<file path="src/rtl/reg_alu_pkg.sv">
// Shared definitions for the register-bank/ALU instruction sequencer:
// FSM states, opcode classes, instruction field layout and ALU function codes.
package reg_alu_pkg;

    typedef enum logic [2:0] {
        IDLE,
        READ,
        EXEC,
        WB,
        RESP
    } state_e;

    localparam logic [5:0] OP_RTYPE    = 6'h00;
    localparam logic [1:0] OP_ITYPE_HI = 2'b01;

    // Field LSB positions and widths; imm and rd/funct overlap by design.
    localparam int OPC_LSB   = 26;
    localparam int RS_LSB    = 21;
    localparam int RT_LSB    = 16;
    localparam int RD_LSB    = 11;
    localparam int IMM_LSB   = 0;
    localparam int FUNCT_LSB = 0;
    localparam int OPC_W     = 6;
    localparam int REG_W     = 5;
    localparam int IMM_W     = 16;
    localparam int FUNCT_W   = 4;

    typedef enum logic [3:0] {
        ALU_ADD  = 4'h0,
        ALU_SUB  = 4'h1,
        ALU_AND  = 4'h2,
        ALU_OR   = 4'h3,
        ALU_XOR  = 4'h4,
        ALU_NOR  = 4'h5,
        ALU_SLT  = 4'h6,
        ALU_SLTU = 4'h7,
        ALU_SLL  = 4'h8,
        ALU_SRL  = 4'h9,
        ALU_SRA  = 4'hA,
        ALU_LUI  = 4'hB,
        ALU_PASSA = 4'hC,
        ALU_PASSB = 4'hD,
        ALU_MUL  = 4'hE,
        ALU_NOP  = 4'hF
    } alu_func_e;

    function automatic logic [31:0] sext_imm(input logic [IMM_W-1:0] imm);
        return {{(32-IMM_W){imm[IMM_W-1]}}, imm};
    endfunction

endpackage

</file>
<file path="src/rtl/reg_alu_decode.sv">
// Combinational instruction decoder: register indices, ALU controls and the
// illegal flag (unknown opcode or any referenced register outside the bank).
module reg_alu_decode
    import reg_alu_pkg::*;
#(
    parameter int NUM_REGS = 18
) (
    input  logic [31:0] instr,
    output logic [4:0]  src1,
    output logic [4:0]  src2,
    output logic [4:0]  dest,
    output logic [3:0]  alu_func,
    output logic        alu_b_sel,
    output logic [31:0] alu_imm,
    output logic        illegal
);

    localparam logic [REG_W:0] REG_LIM = (REG_W+1)'(NUM_REGS);

    logic [OPC_W-1:0] opcode;
    logic [REG_W-1:0] rs;
    logic [REG_W-1:0] rt;
    logic [REG_W-1:0] rd;

    assign opcode = instr[OPC_LSB +: OPC_W];
    assign rs     = instr[RS_LSB +: REG_W];
    assign rt     = instr[RT_LSB +: REG_W];
    assign rd     = instr[RD_LSB +: REG_W];

    function automatic logic reg_ok(input logic [REG_W-1:0] idx);
        return {1'b0, idx} < REG_LIM;
    endfunction

    always_comb begin
        src1      = rs;
        src2      = rt;
        dest      = rd;
        alu_func  = instr[FUNCT_LSB +: FUNCT_W];
        alu_b_sel = 1'b0;
        alu_imm   = sext_imm(instr[IMM_LSB +: IMM_W]);
        illegal   = 1'b0;
        if (opcode == OP_RTYPE) begin
            illegal = !reg_ok(rs) || !reg_ok(rt) || !reg_ok(rd);
        end else if (opcode[OPC_W-1 -: 2] == OP_ITYPE_HI) begin
            // Port 2 is unused for immediates; park it on r0.
            src2      = '0;
            dest      = rt;
            alu_func  = opcode[3:0];
            alu_b_sel = 1'b1;
            illegal   = !reg_ok(rs) || !reg_ok(rt);
        end else begin
            illegal = 1'b1;
        end
    end

endmodule

</file>
<file path="src/rtl/reg_alu_seq.sv">
// Multi-cycle sequencer: accepts one instruction per handshake, holds the bank
// read addresses and ALU controls, waits ALU_LAT cycles, then writes back once.
module reg_alu_seq
    import reg_alu_pkg::*;
#(
    parameter int NUM_REGS = 18,
    parameter int ALU_LAT  = 1,
    parameter int CNT_W    = 16
) (
    input  logic             clk,
    input  logic             rst,
    input  logic             instr_valid,
    output logic             instr_ready,
    input  logic [31:0]      instr,
    output logic [4:0]       src_reg1,
    output logic [4:0]       src_reg2,
    output logic [3:0]       alu_func,
    output logic             alu_b_sel,
    output logic [31:0]      alu_imm,
    input  logic [31:0]      alu_result,
    output logic [4:0]       dest_reg,
    output logic [31:0]      wrt_data,
    output logic             wrt_en,
    output logic             done,
    output logic             err,
    output logic [CNT_W-1:0] retired_cnt,
    output logic [CNT_W-1:0] err_cnt
);

    localparam logic [3:0] LAT_M1 = 4'(ALU_LAT - 1);

    logic [4:0]  dec_src1;
    logic [4:0]  dec_src2;
    logic [4:0]  dec_dest;
    logic [3:0]  dec_func;
    logic        dec_b_sel;
    logic [31:0] dec_imm;
    logic        dec_illegal;

    reg_alu_decode #(.NUM_REGS(NUM_REGS)) u_decode (
        .instr     (instr),
        .src1      (dec_src1),
        .src2      (dec_src2),
        .dest      (dec_dest),
        .alu_func  (dec_func),
        .alu_b_sel (dec_b_sel),
        .alu_imm   (dec_imm),
        .illegal   (dec_illegal)
    );

    state_e           state_q, state_d;
    logic [3:0]       cnt_q, cnt_d;
    logic [4:0]       src_reg1_q, src_reg1_d;
    logic [4:0]       src_reg2_q, src_reg2_d;
    logic [3:0]       alu_func_q, alu_func_d;
    logic             alu_b_sel_q, alu_b_sel_d;
    logic [31:0]      alu_imm_q, alu_imm_d;
    logic [4:0]       dest_dec_q, dest_dec_d;
    logic             illegal_q, illegal_d;
    logic [4:0]       dest_reg_q, dest_reg_d;
    logic [31:0]      wrt_data_q, wrt_data_d;
    logic             wrt_en_q, wrt_en_d;
    logic             done_q, done_d;
    logic             err_q, err_d;
    logic [CNT_W-1:0] retired_cnt_q, retired_cnt_d;
    logic [CNT_W-1:0] err_cnt_q, err_cnt_d;

    function automatic logic [CNT_W-1:0] sat_inc(input logic [CNT_W-1:0] v);
        return (&v) ? v : v + 1'b1;
    endfunction

    always_comb begin
        state_d       = state_q;
        cnt_d         = cnt_q;
        src_reg1_d    = src_reg1_q;
        src_reg2_d    = src_reg2_q;
        alu_func_d    = alu_func_q;
        alu_b_sel_d   = alu_b_sel_q;
        alu_imm_d     = alu_imm_q;
        dest_dec_d    = dest_dec_q;
        illegal_d     = illegal_q;
        dest_reg_d    = dest_reg_q;
        wrt_data_d    = wrt_data_q;
        wrt_en_d      = 1'b0;
        done_d        = 1'b0;
        err_d         = 1'b0;
        retired_cnt_d = retired_cnt_q;
        err_cnt_d     = err_cnt_q;
        unique case (state_q)
            IDLE: begin
                if (instr_valid) begin
                    src_reg1_d  = dec_src1;
                    src_reg2_d  = dec_src2;
                    alu_func_d  = dec_func;
                    alu_b_sel_d = dec_b_sel;
                    alu_imm_d   = dec_imm;
                    dest_dec_d  = dec_dest;
                    illegal_d   = dec_illegal;
                    state_d     = READ;
                end
            end
            READ: begin
                if (illegal_q) begin
                    state_d       = RESP;
                    done_d        = 1'b1;
                    err_d         = 1'b1;
                    retired_cnt_d = sat_inc(retired_cnt_q);
                    err_cnt_d     = sat_inc(err_cnt_q);
                end else begin
                    state_d = EXEC;
                    cnt_d   = LAT_M1;
                end
            end
            EXEC: begin
                // Pulses are registered here so they coincide with the WB state.
                if (cnt_q == 4'd0) begin
                    wrt_data_d    = alu_result;
                    dest_reg_d    = dest_dec_q;
                    wrt_en_d      = (dest_dec_q != 5'd0);
                    done_d        = 1'b1;
                    retired_cnt_d = sat_inc(retired_cnt_q);
                    state_d       = WB;
                end else begin
                    cnt_d = cnt_q - 4'd1;
                end
            end
            WB:      state_d = IDLE;
            RESP:    state_d = IDLE;
            default: state_d = IDLE;
        endcase
    end

    always_ff @(posedge clk) begin
        if (rst) begin
            state_q       <= IDLE;
            cnt_q         <= '0;
            src_reg1_q    <= '0;
            src_reg2_q    <= '0;
            alu_func_q    <= '0;
            alu_b_sel_q   <= 1'b0;
            alu_imm_q     <= '0;
            dest_dec_q    <= '0;
            illegal_q     <= 1'b0;
            dest_reg_q    <= '0;
            wrt_data_q    <= '0;
            wrt_en_q      <= 1'b0;
            done_q        <= 1'b0;
            err_q         <= 1'b0;
            retired_cnt_q <= '0;
            err_cnt_q     <= '0;
        end else begin
            state_q       <= state_d;
            cnt_q         <= cnt_d;
            src_reg1_q    <= src_reg1_d;
            src_reg2_q    <= src_reg2_d;
            alu_func_q    <= alu_func_d;
            alu_b_sel_q   <= alu_b_sel_d;
            alu_imm_q     <= alu_imm_d;
            dest_dec_q    <= dest_dec_d;
            illegal_q     <= illegal_d;
            dest_reg_q    <= dest_reg_d;
            wrt_data_q    <= wrt_data_d;
            wrt_en_q      <= wrt_en_d;
            done_q        <= done_d;
            err_q         <= err_d;
            retired_cnt_q <= retired_cnt_d;
            err_cnt_q     <= err_cnt_d;
        end
    end

    assign instr_ready = (state_q == IDLE);
    assign src_reg1    = src_reg1_q;
    assign src_reg2    = src_reg2_q;
    assign alu_func    = alu_func_q;
    assign alu_b_sel   = alu_b_sel_q;
    assign alu_imm     = alu_imm_q;
    assign dest_reg    = dest_reg_q;
    assign wrt_data    = wrt_data_q;
    // Suppress a write-back that coincides with reset so the bank never sees it.
    assign wrt_en      = wrt_en_q & ~rst;
    assign done        = done_q;
    assign err         = err_q;
    assign retired_cnt = retired_cnt_q;
    assign err_cnt     = err_cnt_q;

endmodule
</file>
<file path="config.mk">
export PLATFORM = sky130hd
export DESIGN_NAME = reg_alu_seq
export DESIGN_NICKNAME = d
export VERILOG_FILES = /design/src/rtl/reg_alu_pkg.sv /design/src/rtl/reg_alu_decode.sv /design/src/rtl/reg_alu_seq.sv
export SDC_FILE = /design/constraint.sdc
export NUM_CORES = 1
export LEC_CHECK = 0
export CORE_MARGIN = 3
export CORE_UTILIZATION = 25
export CTS_CLUSTER_DIAMETER = 120
export DETAILED_ROUTE_END_ITERATION = 10
export DONT_BUFFER_PORTS = 1
export GPL_TIMING_DRIVEN = 0
export SLEW_MARGIN = 25
export SYNTH_ARGS = -nofsm -noshare
export SYNTH_HDL_FRONTEND = slang
export SYNTH_SLANG_ARGS = --single-unit
</file>
<file path="constraint.sdc">
create_clock -name clk -period 3.6 [get_ports clk]
set_input_delay 0.9 -clock clk [delete_from_list [all_inputs] [get_ports clk]]
set_output_delay 0.9 -clock clk [all_outputs]
set_load 0.005 [all_outputs]
</file>
==> metrics.log, run 1 <==
INFO  metric clk_root_buffer_cell = sky130_fd_sc_hd__clkbuf_16
INFO  metric antenna_violating_nets_post_route = 0
INFO  metric flip_flop_and_latch_count_after_synthesis = approximately 120
INFO  metric lkg_pwr = between 1.5 and 2 nW
INFO  metric synth_cells = 590
INFO  metric fin_nets = 680
INFO  metric die_w = roughly 140 microns
INFO  metric cts_tree = yes
INFO  metric floorplan.initialDensity = between 20% and 30%
INFO  metric timing.final.max_slew_violations = 0
INFO  metric floorplan.die.height = 145 microns
INFO  metric critical_path.n_buffers_inverters = 2
INFO  metric post-route-period-util = 66.3%
INFO  metric final_common_cell = sky130_fd_sc_hd__nand2_1
INFO  metric clkTransAtPathRegs = 0.05 ns
INFO  metric detail_route.iter0.violations = ~170
INFO  metric insertion_delay = between 0.4 and 0.5 ns
INFO  metric cpLargestDelayFamily = buffers and inverters
INFO  metric critical_path.most_common_cell = sky130_fd_sc_hd__buf_4
INFO  metric synth_seq_area_share = roughly half
INFO  metric clock.fmax = 419 MHz
INFO  metric setup_viol_count_final = 0
INFO  metric syn2layout_area_growth = 19.5%
INFO  metric synth-edff-count = 0
INFO  metric critical_path.max_fanout = 10
INFO  metric maximum_capacitance_violations = 0
INFO  metric grtUsageTotal = a little over an eighth
INFO  metric fin_ws = ~1.2 ns
INFO  metric drc = 0
INFO  metric ys.flop_type = sky130_fd_sc_hd__dfxtp_1
INFO  metric cts_hold_buf = 0
INFO  metric hold_violations = 0
INFO  metric floorplan.rows = 50
INFO  metric post-cts-setup-buffer-count = 0
INFO  metric timing.critical_path.required = about 2.7 ns
INFO  metric power_density = roughly 630 nW/um^2
INFO  metric route.final.wire_length = 14,400 microns
INFO  metric worstSetupStartpointType = input port
INFO  metric gp_congestion = 0.810
INFO  metric filler_cell_count = a little over 2,000
INFO  metric numPortBuffers = 0
INFO  metric detailroute.via_count = roughly 4,200
INFO  metric synth-warning-count = 0
INFO  metric drt-pass1-iter-count = 5
INFO  metric global_route.overflow_total = 0
INFO  metric dieArea = around 21,000 sq um
INFO  metric cp_slowest_cell = sky130_fd_sc_hd__nor2b_1
INFO  metric ioPinCount = 187
INFO  metric multi_input_area = 2200 sq um
INFO  metric layout_min_cycle_time = between 2 and 2.5 ns
INFO  metric final-seq-area = ~2300 sq um
INFO  metric critical-path-max-stage-delay = about 0.25 ns
INFO  metric tritoncts.num_buffers = 17
INFO  metric syn_nets = 661
INFO  metric finalClockSkew = 0.0214 ns
INFO  metric outcome = finished, final reports clean
INFO  metric clock_sink_count = approximately 120
INFO  metric largest_register_ff_count = 32
INFO  metric grt_pass1_wl = 21,200 microns
INFO  metric synth_async_sr_flop_share = 0%
INFO  metric critical_path.cell_chain = buf_4, buf_4, nor2b_1
INFO  metric maximum_number_of_pins_on_one_net_before_global_route_repair = 19
INFO  metric netlist_area = 4800 sq um
INFO  metric first_global_vias = a little under 4,000
INFO  metric htree_num_levels = 4
INFO  metric postCtsResizedCells = 0
INFO  metric tightest_slew = 0.902 ns
INFO  metric worst_ir_drop_vdd = 0.308 mV
INFO  metric setup.worst_path.class = in -> out
INFO  metric routedWlPerCell = around 17 microns
INFO  metric synth_cell_type_count = 47
INFO  metric critPathArrivalTime = between 1 and 1.5 ns
INFO  metric post_route_cells_drive_above_1_share = between 10% and 20%
INFO  metric min_path_type = reg -> reg
INFO  metric syn_avg_cell_area = slightly above 8 sq um
INFO  metric fp.coreArea = 18,800 sq um
INFO  metric via_per_inst = approximately 4.9
INFO  metric rsz_0062_raised_after_global_routing = no
INFO  metric max-clock-path-buffers = 2
INFO  metric fin_setup_tns = 0 ns
INFO  metric hpwl_after_detailed_placement = between 10,000 and 15,000 microns
INFO  metric mostFrequentLayoutCells = sky130_fd_sc_hd__nand2_1 (158), sky130_fd_sc_hd__dfxtp_1 (116), sky130_fd_sc_hd__a21oi_1 (80), sky130_fd_sc_hd__nor2_1 (44), sky130_fd_sc_hd__clkbuf_1 (27)
INFO  metric post-place-ws = 1.19 ns
INFO  metric grt_antenna_before_repair = 0
INFO  metric num_antenna_cells = 0
INFO  metric worstSetupEndpointType = output pin
INFO  metric maxSlewHeadroom = about two fifths
-- cells in the mapped netlist, drive strengths merged, types with 2 or more instances --
library cell / n / area [sq um]
or3: 7 / 43.8
clkbuf: 23 / 86.3
xnor2: 15 / 131
or4: 3 / 22.5
nor3: 11 / 60.1
nand2: 158 / 593
a21oi: 81 / 409
nand4: 8 / 56.3
nor4: 9 / 86.3
o211ai: 2 / 15.0
o21ai: 10 / 50.1
o31ai: 4 / 30.0
nor3b: 4 / 40.0
and2: 2 / 12.5
and4: 3 / 26.3
nor2b: 4 / 25.0
nand2b: 2 / 12.5
a31oi: 3 / 18.8
mux2i: 2 / 20.0
or2: 2 / 12.5
ha: 4 / 50.1
a311oi: 13 / 114
nand3: 16 / 80.1
inv: 5 / 18.8
nor2: 44 / 165
buf: 26 / 181
dfxtp: 116 / 2320
a211oi: 2 / 15.0
-- worst min-delay path: cells and delay by family (launching register included) --
kind / cells / cell delay [ns]
and+or+nand+nor: 1 / 0.06
DFF: 1 / 0.31
AOI/OAI and AO/OA: 1 / 0.05
-- cells by family after synthesis --
group / synth area share (%)
xor+xnor: 2.92
mux: 0.651
compound gates: 14.2
fa+ha+maj: 1.04
flops: 48.3
buf+inv: 5.96
simple gates: 26.9
-- routing by layer --
| metal | global-route usage, % | wire (microns) |
|---|---|---|
| met4 | 5.25 | 231 |
| met3 | 5.62 | 1260 |
| met1 | 16.8 | 6360 |
| met5 | 0 | 0 |
| met2 | 20.4 | 6520 |
-- power by group --
group	switching (W)	leakage (nW)	total, W	internal (W)
clock	0.000600	0.307	0.00186	0.00126
combinational	0.000197	0.702	0.000307	0.000111
sequential	0.0000657	0.943	0.00143	0.00136
total	0.000863	1.95	0.00360	0.00273
-- stage by stage --
stage          instance area [sq um]  total power, W  hold slack [ns]  cells  utilization, %
3_5_place_dp                    5100         0.00177            0.464    824            27.2
6_report                        5740         0.00360            0.463    856            30.6
5_1_grt                         5740         0.00377            0.495    856            30.6
2_1_floorplan                   4800         0.00167            0.440    590               -
3_3_place_gp                    5100         0.00176            0.458    824            27.2
4_1_cts                         5740         0.00366            0.470    856            30.6
-- worst paths after layout --
kind,from,end,slack [ns],cells after the start
max,rst,wrt_en,1.21,3
min,dest_dec_q[2]$_SDFFE_PP0P_,dest_reg[2]$_SDFFE_PP0P_,0.46,2
max reg2reg,cnt_q[0]$_SDFFE_PP0P_,dest_reg[1]$_SDFFE_PP0P_,1.23,8
min reg2reg,dest_dec_q[2]$_SDFFE_PP0P_,dest_reg[2]$_SDFFE_PP0P_,0.46,2
-- cell type report --
type                    instances  area share (%)
plain buffers                  49            4.66
clock buffers                  23            8.15
clock inverters                 9            3.05
inverters                       5           0.327
multi-input cells             420            38.3
flip-flops and latches        116            40.5
well taps                     234            5.10
Power figures use the tool's default switching activity.
==> run 2, diff against run 1 <==
- clock period: 3.6 -> 2.35 ns (I/O delays scaled with it)
==> run 2 against run 1 <==
Combinational power up 53%; first-iteration DRC count decreased by 6.1%; clock skew rose by 0.00060 ns; sequential power increased by 52%; setup slack got worse by 1.0 ns; clock power rose by 53%; non-clock buffer count decreased by 1; routed wire length is 0.29% lower; die area unchanged; sequential share of layout area shrank 0.070 points; critical path type is now reg -> reg.
==> metrics.log, run 2 (same netlist as run 1, synthesis figures left out) <==
INFO  metric post_route_cells_drive_above_1_share = 10.8% (was 10.1%)
INFO  metric clock.fmax = roughly 470 MHz
INFO  metric drt-pass1-iter-count = 5 (unchanged)
INFO  metric timing.final.max_slew_violations = 0 (unchanged)
INFO  metric die_w = 145 microns (unchanged)
INFO  metric tritoncts.num_buffers = 17 (unchanged)
INFO  metric critical_path.max_fanout = 6 (was 10)
INFO  metric global_route.usage.met2 = 20.4% (unchanged)
INFO  metric post-route-period-util = between 90% and 100%
INFO  metric total_power = 0.00550 W (was 0.00360 W)
INFO  metric fp.coreArea = 18,800 sq um (unchanged)
INFO  metric critical_path.cell_chain = ha_1, nand3_1, nor3_2, or4b_2, a21oi_1 (was buf_4, buf_4, nor2b_1)
INFO  metric clkTransAtPathRegs = 0.06 ns (was 0.05 ns)
INFO  metric setup_viol_count_final = 0 (unchanged)
INFO  metric power.share.combinational = 8.6% (about the same)
INFO  metric maximum_capacitance_violations = 0 (unchanged)
INFO  metric rsz_0062_raised_after_global_routing = no (unchanged)
INFO  metric cp_slowest_cell = sky130_fd_sc_hd__or4b_2 (was sky130_fd_sc_hd__nor2b_1)
INFO  metric power_density = 957 nW/um^2 (was 626 nW/um^2)
INFO  metric first_global_vias = 3,893 (unchanged)
INFO  metric fin_worst_hold_slack = 0.300 ns (was 0.463 ns)
INFO  metric detail_route.iter0.violations = 155 (was 165)
INFO  metric finalClockSkew = 0.0220 ns (was 0.0214 ns)
INFO  metric gr-max-usage-layer = met2 (unchanged)
INFO  metric clk_root_buffer_cell = sky130_fd_sc_hd__clkbuf_16 (unchanged)
INFO  metric worstSetupStartpointType = register (was input port)
INFO  metric final_common_cell = sky130_fd_sc_hd__nand2_1 (unchanged)
INFO  metric layout_min_cycle_time = roughly 2.1 ns
INFO  metric grt_util_met3 = 5.62% (unchanged)
INFO  metric insertion_delay = 0.42 ns (about the same)
INFO  metric setup.worst_path.class = reg -> reg (was in -> out)
INFO  metric critical-path-max-stage-delay = 0.61 ns (was 0.25 ns)
INFO  metric critical_path.n_buffers_inverters = 0 (was 2)
INFO  metric power.net_switching = 0.00132 W (was 0.000863 W)
INFO  metric routedWlPerCell = 16.8 microns (about the same)
INFO  metric dieArea = 20,900 sq um (unchanged)
INFO  metric fin_ws = 0.206 ns (was 1.21 ns)
INFO  metric post_detailed_placement_cell_area = 5100 sq um (unchanged)
INFO  metric cts_hold_buf = 0 (unchanged)
INFO  metric netSwitchingFraction = 23.9% (was 24.0%)
INFO  metric gp_congestion = 0.810 (unchanged)
INFO  metric hpwl_after_detailed_placement = 10,700 microns (unchanged)
INFO  metric internal_power = 0.00419 W (was 0.00273 W)
INFO  metric min_path_type = in -> reg (was reg -> reg)
INFO  metric maxSlewHeadroom = 54.5% (was 39.3%)
INFO  metric max-clock-path-buffers = 2 (unchanged)
INFO  metric clock_sink_count = 116 (unchanged)
INFO  metric floorplan.die.height = 145 microns (unchanged)
INFO  metric hold_violations = 0 (unchanged)
INFO  metric clock_power_share = 51.8% (about the same)
INFO  metric grt_pass1_wl = 21,200 microns (unchanged)
INFO  metric tightest_slew = 0.677 ns (was 0.902 ns)
INFO  metric lkg_pwr = 1.96 nW (was 1.95 nW)
INFO  metric antenna_violating_nets_post_route = 0 (unchanged)
INFO  metric via_per_inst = 4.83 (was 4.87)
INFO  metric design_area = 5750 sq um (was 5740 sq um)
INFO  metric detailroute.via_count = 4,132 (was 4,169)
INFO  metric grtUsageMet1 = 16.8% (unchanged)
INFO  metric outcome = finished, final reports clean (unchanged)
INFO  metric grt_antenna_before_repair = 0 (unchanged)
INFO  metric numPortBuffers = 0 (unchanged)
INFO  metric cts_tree = yes (unchanged)
INFO  metric cpLargestDelayFamily = simple AND/OR/NAND/NOR gates (was buffers and inverters)
INFO  metric post-place-ws = -0.0397 ns (was 1.19 ns)
INFO  metric floorplan.rows = 50 (unchanged)
INFO  metric num_antenna_cells = 0 (unchanged)
INFO  metric mostFrequentLayoutCells = sky130_fd_sc_hd__nand2_1 (158), sky130_fd_sc_hd__dfxtp_1 (116), sky130_fd_sc_hd__a21oi_1 (80), sky130_fd_sc_hd__nor2_1 (44), sky130_fd_sc_hd__clkbuf_1 (24) (was sky130_fd_sc_hd__nand2_1 (158), sky130_fd_sc_hd__dfxtp_1 (116), sky130_fd_sc_hd__a21oi_1 (80), sky130_fd_sc_hd__nor2_1 (44), sky130_fd_sc_hd__clkbuf_1 (27))
INFO  metric ioPinCount = 187 (unchanged)
INFO  metric fin_nets = 679 (was 680)
INFO  metric route.final.wire_length = 14,300 microns (was 14,400 microns)
INFO  metric drc = 0 (unchanged)
INFO  metric global_route.overflow_total = 0 (unchanged)
INFO  metric largest_register_ff_count = 32 (unchanged)
INFO  metric maximum_number_of_pins_on_one_net_before_global_route_repair = 19 (unchanged)
INFO  metric grtUsageTotal = 13.4% (unchanged)
INFO  metric htree_num_levels = 4 (unchanged)
INFO  metric syn2layout_area_growth = 19.7% (was 19.5%)
INFO  metric critPathArrivalTime = 2.48 ns (was 1.49 ns)
INFO  metric worstSetupEndpointType = register (was output pin)
INFO  metric timing.critical_path.required = 2.68 ns (was 2.70 ns)
INFO  metric filler_cell_count = 2,021 (was 2,025)
INFO  metric worst_ir_drop_vdd = 0.472 mV (was 0.308 mV)
INFO  metric seqPwrFrac = 39.7% (was 39.6%)
INFO  metric floorplan.initialDensity = 25.6% (unchanged)
==> run 2: cell count changes in the layout (fill, tap and decap cells not counted), sizes merged <==
cell / before / now
clkbuf: 46 / 45
==> run 2: stage by stage <==
| step | util, % | instances | setup TNS [ns] |
|---|---|---|---|
| after CTS | 30.6 | 856 | 0 |
| after detailed placement | 27.2 | 824 | -0.0769 |
| after floorplan | - | 590 | 0 |
| final | 30.6 | 855 | 0 |
| after global routing | 30.6 | 855 | 0 |
| after global placement | 27.2 | 824 | 0 |
==> run 2: worst paths after layout <==
path	startpoint	to	slack, ns	depth (start not counted)
worst max-delay path	retired_cnt[0]$_SDFFE_PP0P_	retired_cnt[10]$_SDFFE_PP0P_	0.21	5
worst max register to register	retired_cnt[0]$_SDFFE_PP0P_	retired_cnt[10]$_SDFFE_PP0P_	0.21	5
worst min register to register	dest_dec_q[2]$_SDFFE_PP0P_	dest_reg[2]$_SDFFE_PP0P_	0.47	2
worst min-delay path	alu_result[26]	wrt_data[26]$_SDFFE_PP0P_	0.30	2
==> run 2: power by group through the flow <==
stage	Clock, W	Sequential [W]	Combinational (W)
final	0.00285	0.00218	0.000471
after global routing	0.00303	0.00220	0.000542
after CTS	0.00294	0.00219	0.000481
after detailed placement	0	0.00223	0.000478
after global placement	0	0.00223	0.000474
after floorplan	0	0.00220	0.000358
==> run 2: layout make-up <==
type	instances	area [sq um]	share of cell area [%]
Sequential cell	116	2320	40.4
Multi-Input combinational cell	420	2210	38.4
Clock buffer	23	468	8.14
Tap cell	234	293	5.09
Buffer	48	267	4.63
Clock inverter	9	175	3.05
Inverter	5	18.8	0.326
==> run 2: per-layer routing <==
layer,vias to the layer above,wire (microns)
met2,154,6550
met4,0,191
met5,-,0
met3,15,1280
met1,1912,6310
li1,2051,-
==> run 2: what timing repair did <==
| item | 4_1_cts | 5_1_grt |
|---|---|---|
| resized for setup | 1 | 4 |
| pin swaps | 0 | 0 |
| setup endpoints to repair | 2 | 66 |
| setup buffers | 0 | 0 |
| endpoints found under the hold margin | 0 | 0 |
==> run 3, diff against run 2 <==
- CTS_CLUSTER_DIAMETER: 120 -> 150
==> results of run 3 <==
Same layout as run 2: the final DEF is identical, and so are final timing and power.
